## config.mk

```make
export PLATFORM = sky130hd
export DESIGN_NAME = conv3x3_engine
export DESIGN_NICKNAME = d
export VERILOG_FILES = /design/src/rtl/conv_pkg.sv /design/src/rtl/conv_sat.sv /design/src/rtl/conv3x3_engine.sv
export SDC_FILE = /design/constraint.sdc
export NUM_CORES = 2
export LEC_CHECK = 0
export ABC_AREA = 1
export CORE_MARGIN = 2
export CORE_UTILIZATION = 60
export DETAILED_ROUTE_END_ITERATION = 7
export GPL_ROUTABILITY_DRIVEN = 0
export PLACE_DENSITY = 0.79
export SLEW_MARGIN = 20
export SYNTH_ARGS = -nofsm -noshare
export SYNTH_HDL_FRONTEND = slang
export SYNTH_SLANG_ARGS = --single-unit
```

## constraint.sdc

```tcl
create_clock -name clk_i -period 7.4 [get_ports clk_i]
set_input_delay 1.48 -clock clk_i [delete_from_list [all_inputs] [get_ports clk_i]]
set_output_delay 1.48 -clock clk_i [all_outputs]
set_load 0.01 [all_outputs]
```

## src/rtl/conv_pkg.sv

```systemverilog
// Shared widths, types and constants for the 3x3 convolution engine.
// Default widths: 8-bit pixels, 9-bit signed coefficients.
package conv_pkg;

    localparam int PIXEL_W = 8;
    localparam int COEF_W  = 9;
    localparam int PROD_W  = 18;
    localparam int ROW_W   = 20;
    localparam int SUM_W   = 22;

    typedef logic [2:0][2:0][COEF_W-1:0]  kernel_t;
    typedef logic [2:0][2:0][PIXEL_W-1:0] window_t;

    // Centre tap [1][1] sits at flat element 4.
    localparam kernel_t KERNEL_IDENTITY =
        kernel_t'(1) << (4 * COEF_W);

endpackage

```

## src/rtl/conv_sat.sv

```systemverilog
// Arithmetic right shift and clamp of a signed sum
// to an unsigned pixel.
module conv_sat
    import conv_pkg::*;
#(
    parameter int IN_W  = SUM_W,
    parameter int OUT_W = PIXEL_W,
    parameter int SHIFT = 0
) (
    input  logic signed [IN_W-1:0]  sum_i,
    output logic        [OUT_W-1:0] pix_o
);

    logic signed [IN_W-1:0] sh;

    assign sh = sum_i >>> SHIFT;

    always_comb begin
        pix_o = sh[OUT_W-1:0];
        if (sh[IN_W-1]) begin
            pix_o = '0;
        end else if (|sh[IN_W-2:OUT_W]) begin
            pix_o = '1;
        end
    end

endmodule

```

## src/rtl/conv3x3_engine.sv

```systemverilog
// 3x3 convolution: multiply, row-sum, total/saturate stages
// advancing together under one global enable.
module conv3x3_engine #(
    parameter int PIXEL_W = 8,
    parameter int COEF_W  = 9,
    parameter int SHIFT   = 0
) (
    input  logic                          clk_i,
    input  logic                          reset_i,
    input  logic [2:0][2:0][COEF_W-1:0]   filter_i,
    input  logic                          filter_v_i,
    input  logic [2:0][2:0][PIXEL_W-1:0]  window_i,
    input  logic                          sof_i,
    input  logic                          v_i,
    output logic                          ready_o,
    output logic [PIXEL_W-1:0]            data_o,
    output logic                          v_o,
    input  logic                          ready_i
);

    localparam int PRW  = COEF_W + PIXEL_W + 1;
    localparam int RW   = PRW + 2;
    localparam int SW   = PRW + 4;
    localparam int KW   = 9 * COEF_W;

    localparam logic [2:0][2:0][COEF_W-1:0] K_ID =
        KW'(1) << (4 * COEF_W);

    logic                          en;
    logic                          acc;
    logic                          kloaded_r;
    logic                          v1_r;
    logic                          v2_r;
    logic [2:0][2:0][COEF_W-1:0]   kernel_r;
    logic [2:0][2:0][COEF_W-1:0]   kern;
    logic signed [PRW-1:0]         prod_d [3][3];
    logic signed [PRW-1:0]         prod_r [3][3];
    logic signed [RW-1:0]          row_d  [3];
    logic signed [RW-1:0]          row_r  [3];
    logic signed [SW-1:0]          total;
    logic [PIXEL_W-1:0]            pix;

    assign en      = !v_o || ready_i;
    assign ready_o = en && (sof_i ? filter_v_i
                                  : (filter_v_i || kloaded_r));
    assign acc     = v_i && ready_o;
    // Before the first frame start the live kernel is used unlatched.
    assign kern    = (sof_i || !kloaded_r) ? filter_i : kernel_r;

    always_comb begin
        for (int r = 0; r < 3; r++) begin
            for (int c = 0; c < 3; c++) begin
                prod_d[r][c] =
                    PRW'($signed(kern[r][c])) *
                    PRW'($signed({1'b0, window_i[r][c]}));
            end
            row_d[r] = RW'(prod_r[r][0]) +
                       RW'(prod_r[r][1]) +
                       RW'(prod_r[r][2]);
        end
    end

    assign total = SW'(row_r[0]) + SW'(row_r[1]) + SW'(row_r[2]);

    conv_sat #(
        .IN_W  (SW),
        .OUT_W (PIXEL_W),
        .SHIFT (SHIFT)
    ) u_sat (
        .sum_i (total),
        .pix_o (pix)
    );

    always_ff @(posedge clk_i or negedge reset_i) begin
        if (!reset_i) begin
            kernel_r  <= K_ID;
            kloaded_r <= 1'b0;
        end else if (acc && sof_i) begin
            kernel_r  <= filter_i;
            kloaded_r <= 1'b1;
        end
    end

    always_ff @(posedge clk_i or negedge reset_i) begin
        if (!reset_i) begin
            v1_r   <= 1'b0;
            v2_r   <= 1'b0;
            v_o    <= 1'b0;
            data_o <= '0;
            prod_r <= '{default: '0};
            row_r  <= '{default: '0};
        end else if (en) begin
            v1_r   <= acc;
            v2_r   <= v1_r;
            v_o    <= v2_r;
            prod_r <= prod_d;
            row_r  <= row_d;
            if (v2_r) begin
                data_o <= pix;
            end
        end
    end

endmodule

```

Yosys cells after proc, flatten, opt, wreduce, memory -nomap -nowiden
Index checks and enable logic that the tools add are counted.

operators by class
  divide/modulo/power cells = 0
  magnitude comparators = 0
  reduce and logical (&&, ||, !) cells = 10
  equality and inequality tests = 0
  bitwise gates (word level) = 0
  mux-type cells = 4
  add/subtract/negate cells = 8
  shift-type cells = 0
  multiply operators = 9

operator list
  kind                                          number
  9-bit by 9-bit multiplier with 18-bit output  9
  81-bit 2-to-1 mux                             1
  19-bit by 18-bit adder with 20-bit output     3
  18-bit by 18-bit adder with 19-bit output     3
  21-bit by 20-bit adder with 22-bit output     1
  20-bit by 20-bit adder with 21-bit output     1
  8-bit 2-to-1 mux                              2
  13-bit OR reduction                           1
  1-bit logical AND                             3
  1-bit logical OR                              3
  1-bit logical NOT                             2
  2-bit AND reduction                           1
  1-bit 2-to-1 mux                              1

storage, ports and cells
  ROM bits = 0
  memory bits (writable) = 0
  bits in latches = 0
  word-level logic and storage cells = 57
  register bits after elaboration = 315
  output and inout bits = 10
  memories = 0

Longest topological paths before layout
  word-level depth = 5
  depth in mapped cells = 28
  mapped depth without buffers = 26

Hierarchy
Synthesis repeated with hierarchy kept, for this count alone.

second synthesis, totals
  cells, all modules = 5971
  area, all modules = 44930.6 um2

modules (own cells, without submodules)
  module          cells each  area each (um2)  sequential area each (um2)  times used
  conv3x3_engine  5927        44750.4          7883.8                      1
  conv_sat        44          180.2            0.0                         1

Worst setup path after synthesis
No wires, ideal clock.

  path kind = input to register
  start = input port sof_i
  end = register prod_r[107] (netlist bit)
  arrival = 6028 ps
  stages on the path = 22
  setup slack = 1254 ps
  cells stage by stage = nor2_4 -> inv_2 -> buf_2 -> buf_2 -> nand2_1 -> o21ai_1 -> nor2_1 -> inv_1 -> fa_1 -> inv_1 -> fa_1 -> inv_1 -> fa_1 -> fa_1 -> inv_1 -> ha_1 -> a21o_1 -> a21o_1 -> a221oi_1 -> nand3_1 -> nand3_1 -> nand2_1

between the ends
  longest elaborated chain between the ends = 3

ends and longest elaborated chain
  item                                          RTL line              source
  from (decl)                                   conv3x3_engine.sv:13  input logic sof_i,
  1-bit logical OR                              conv3x3_engine.sv:48  assign kern = (sof_i || !kloaded_r) ? filter_i : kernel_r;
  81-bit 2-to-1 mux                             conv3x3_engine.sv:48
  9-bit by 9-bit multiplier with 18-bit output  conv3x3_engine.sv:54  PRW'($signed(kern[r][c])) *
  to (signal assigned)                          conv3x3_engine.sv:96  prod_r <= prod_d;
  to (decl)                                     conv3x3_engine.sv:37  logic signed [PRW-1:0] prod_r [3][3];

No other way between the ends.
A chain may end at the register's enable or synchronous reset.

Worst setup path after layout
Ends and elaborated chain as after synthesis.

==> flow_summary.ini <==
[routing]
wl_met3_mm = 5.763
dr.pass1.iters = 6
via_per_inst = 5.281
wl_met1_mm = 43.87
wl_per_cell_um = 15.37
route.top_layer_used = met5
vias = 35140
first_iter_violations = 2323
ant_nets = 0
wl_mm = 102.3
met2_length_mm = 48.83
drc = 0

[clocking]
cts-root-buf = clkbuf_16
cts_buffers = 42
cts_setup_buffers = 0
clock_sinks = 315
postCtsResizedCells = 0
cts_tree = yes
clockBufferDepth = 3
clk_pin_slew_ns = 0.07
hold_buffers = 0
insertion_delay_ns = 0.59
h-tree-depth = 2

[worst_setup_path]
slowest_delay_ns = 0.78
arrival_ns = 7.02
worstSetupPathType = in -> reg
crit_family = adder cells
r2r_start = kloaded_r$_DFFE_PN0P_
cp.depth = 21
endpoint = prod_r[107]$_DFFE_PN0N_
r2r_cells = 21
cp_slowest_cell = fa_1
worstPathCellList = clkdlybuf4s50_1 -> nor2_4 -> inv_4 -> buf_12 -> o21ai_1 -> nor2_1 -> inv_1 -> fa_1 -> inv_1 -> fa_1 -> inv_1 -> fa_1 -> fa_1 -> inv_1 -> ha_1 -> a21o_1 -> a21o_1 -> a221oi_1 -> nand3_1 -> nand3_1 -> nand2_1
cp-end-kind = flop
cp.required_ns = 7.88
crit_fanout = 56
ff2ff_setup_slack_ns = 1.88
critPathBufInv = 7
startpoint = sof_i
cp-start-kind = input port
worstReg2RegEnd = prod_r[107]$_DFFE_PN0N_

[placement]
place_area_um2 = 46000
dp_hpwl_mm = 83.84
portBuffers = 168
dp_cells = 6577

[synthesis]
ys_types = 48
synth_top_area_share_pct = 28.67
syn_inst = 5514
yosysWarnings = 0
synth_async_sr_flop_share_pct = 100.0
yosysSeqAreaShare_pct = 18.27
synthTopCellsByArea = fa_1 29%, dfrtp_1 18%, ha_1 12%
avgSynthCellArea_um2 = 7.827
syn_area_um2 = 43160
synth-edff-count = 0
synth_top_area_cell = fa_1
ys_ff_latch = 315
syn_nets = 6689
synth_flop_cell = dfrtp_1

[global_routing]
track_usage_pct = 29.26
antenna_found_initial = 1
grt_overflow = 0
grt_pass1_wl_mm = 177.2
grt_max_degree = 203
grt_pass1_vias = 36490

[sta]
grt_setup_unrepaired = no
hold_viol = 0
slew_headroom_pct = 26.96
fmax_mhz = 152.9
tightest_slew_ns = 1.096
tns_ns = 0
fin_crit_sh_pct = 88.37
fin_crit_ns = 6.539
final_max_slew_viol_count = 0
setup_viol = 0
clock_skew_ns = 0.01605

[finish]
areaGrowthSynthToFinish_pct = 10.01
final_cell_mix = 1,318 x inv_1, 1,180 x nand2_1, 618 x fa_1
final_common_cell = inv_1
n_fill_cell = 5887
stdcell_area_um2 = 47480
fin_nets = 6846
seqCellArea_um2 = 7884
layout.cells.non_filler = 6654
diodes = 0
multi_input_area_um2 = 29840
layout-drive-gt1-share_pct = 3.506

[floorplanning]
die_y_um = 272.2
core-area_um2 = 71360
row_count = 98
start_util_pct = 60.48
design.die.area_um2 = 74100
io_pins = 169
die_width_um = 272.2

[flow_run]
drv_cap = 0

[status]
status = completed

[worst_hold_path]
min_path_type = reg -> reg
[registers in the layout (all words and copies together) (netlist names)]
register / flops
v2_r: 1
v1_r: 1
data_o: 8
row_r: 60
kernel_r: 81
v_o: 1
kloaded_r: 1
prod_r: 162
[worst min-delay path, cell delays in order (launching register included)]
cell,delay (ns)
dfstp_2,0.36
inv_1,0.06
a21oi_1,0.06
[cells in the mapped netlist (5+ instances only)]
| master | instances |
|---|---|
| nand3_2 | 6 |
| o31ai_1 | 5 |
| or2_2 | 33 |
| a31oi_1 | 22 |
| a21o_1 | 17 |
| clkinv_1 | 18 |
| nor2_1 | 534 |
| a221oi_1 | 10 |
| ha_1 | 398 |
| o21ai_1 | 40 |
| nand3b_1 | 9 |
| xor2_1 | 38 |
| xnor2_1 | 72 |
| clkbuf_1 | 51 |
| nand3_1 | 147 |
| a21oi_1 | 207 |
| nand4_1 | 15 |
| o21ai_0 | 301 |
| o2111ai_1 | 7 |
| inv_1 | 1319 |
| buf_2 | 30 |
| nor3_1 | 20 |
| nand2_1 | 1180 |
| buf_1 | 11 |
| nor2_2 | 5 |
| or2_1 | 5 |
| o21a_1 | 18 |
| inv_2 | 14 |
| dfrtp_1 | 314 |
| o21bai_1 | 15 |
| fa_1 | 618 |
| nand2_2 | 10 |
[cell families after synthesis]
kind of cell    after synthesis  synth area share (%)
simple gates               1975                 18.39
buf+inv                    1443                 12.64
fa+ha+maj                  1016                 40.20
compound gates              655                 8.268
flops                       315                 18.27
xor+xnor                    110                 2.232
[per-layer routing]
| metal | up-vias | GRT usage (%) |
|---|---|---|
| li1 | 16900 | - |
| met1 | 16910 | 39.04 |
| met5 | - | 0 |
| met3 | 232 | 3.429 |
| met4 | 2 | 10.25 |
| met2 | 1097 | 49.63 |
[worst min path at each step]
stage | from | to | depth (start not counted)
2_1_floorplan | v2_r$_DFFE_PN0N_ | v_o$_DFFE_PN0N_ | 2
3_3_place_gp | kernel_r[15]$_DFFE_PN0P_ | kernel_r[15]$_DFFE_PN0P_ | 2
3_5_place_dp | kernel_r[36]$_DFFE_PN1P_ | kernel_r[36]$_DFFE_PN1P_ | 2
4_1_cts | kernel_r[36]$_DFFE_PN1P_ | kernel_r[36]$_DFFE_PN1P_ | 2
5_1_grt | kernel_r[32]$_DFFE_PN0P_ | kernel_r[32]$_DFFE_PN0P_ | 2
6_report | kernel_r[36]$_DFFE_PN1P_ | kernel_r[36]$_DFFE_PN1P_ | 2
[layout make-up]
class                      instances  area share, %
tap                              950          2.503
multi-input combinational       3756          62.84
timing repair buffer             205          4.243
inverter                        1351          10.70
sequential                       315          16.60
clock inverter                    30         0.7721
clock buffer                      47          2.337
[metrics by stage]
step | hold WS, ns | setup slack, ns | utilization [%]
final | 0.4775 | 0.8607 | 66.53
after global routing | 0.5056 | 0.4598 | 66.53
after CTS | 0.4768 | 0.9158 | 66.53
after detailed placement | 0.4639 | 0.2882 | 64.46
after global placement | 0.4604 | 0.4016 | 64.46
after floorplan | 0.4454 | 1.254 | -
Power is not shown: default switching activity piles up to over one toggle a cycle in this logic, so the estimate is an artifact.
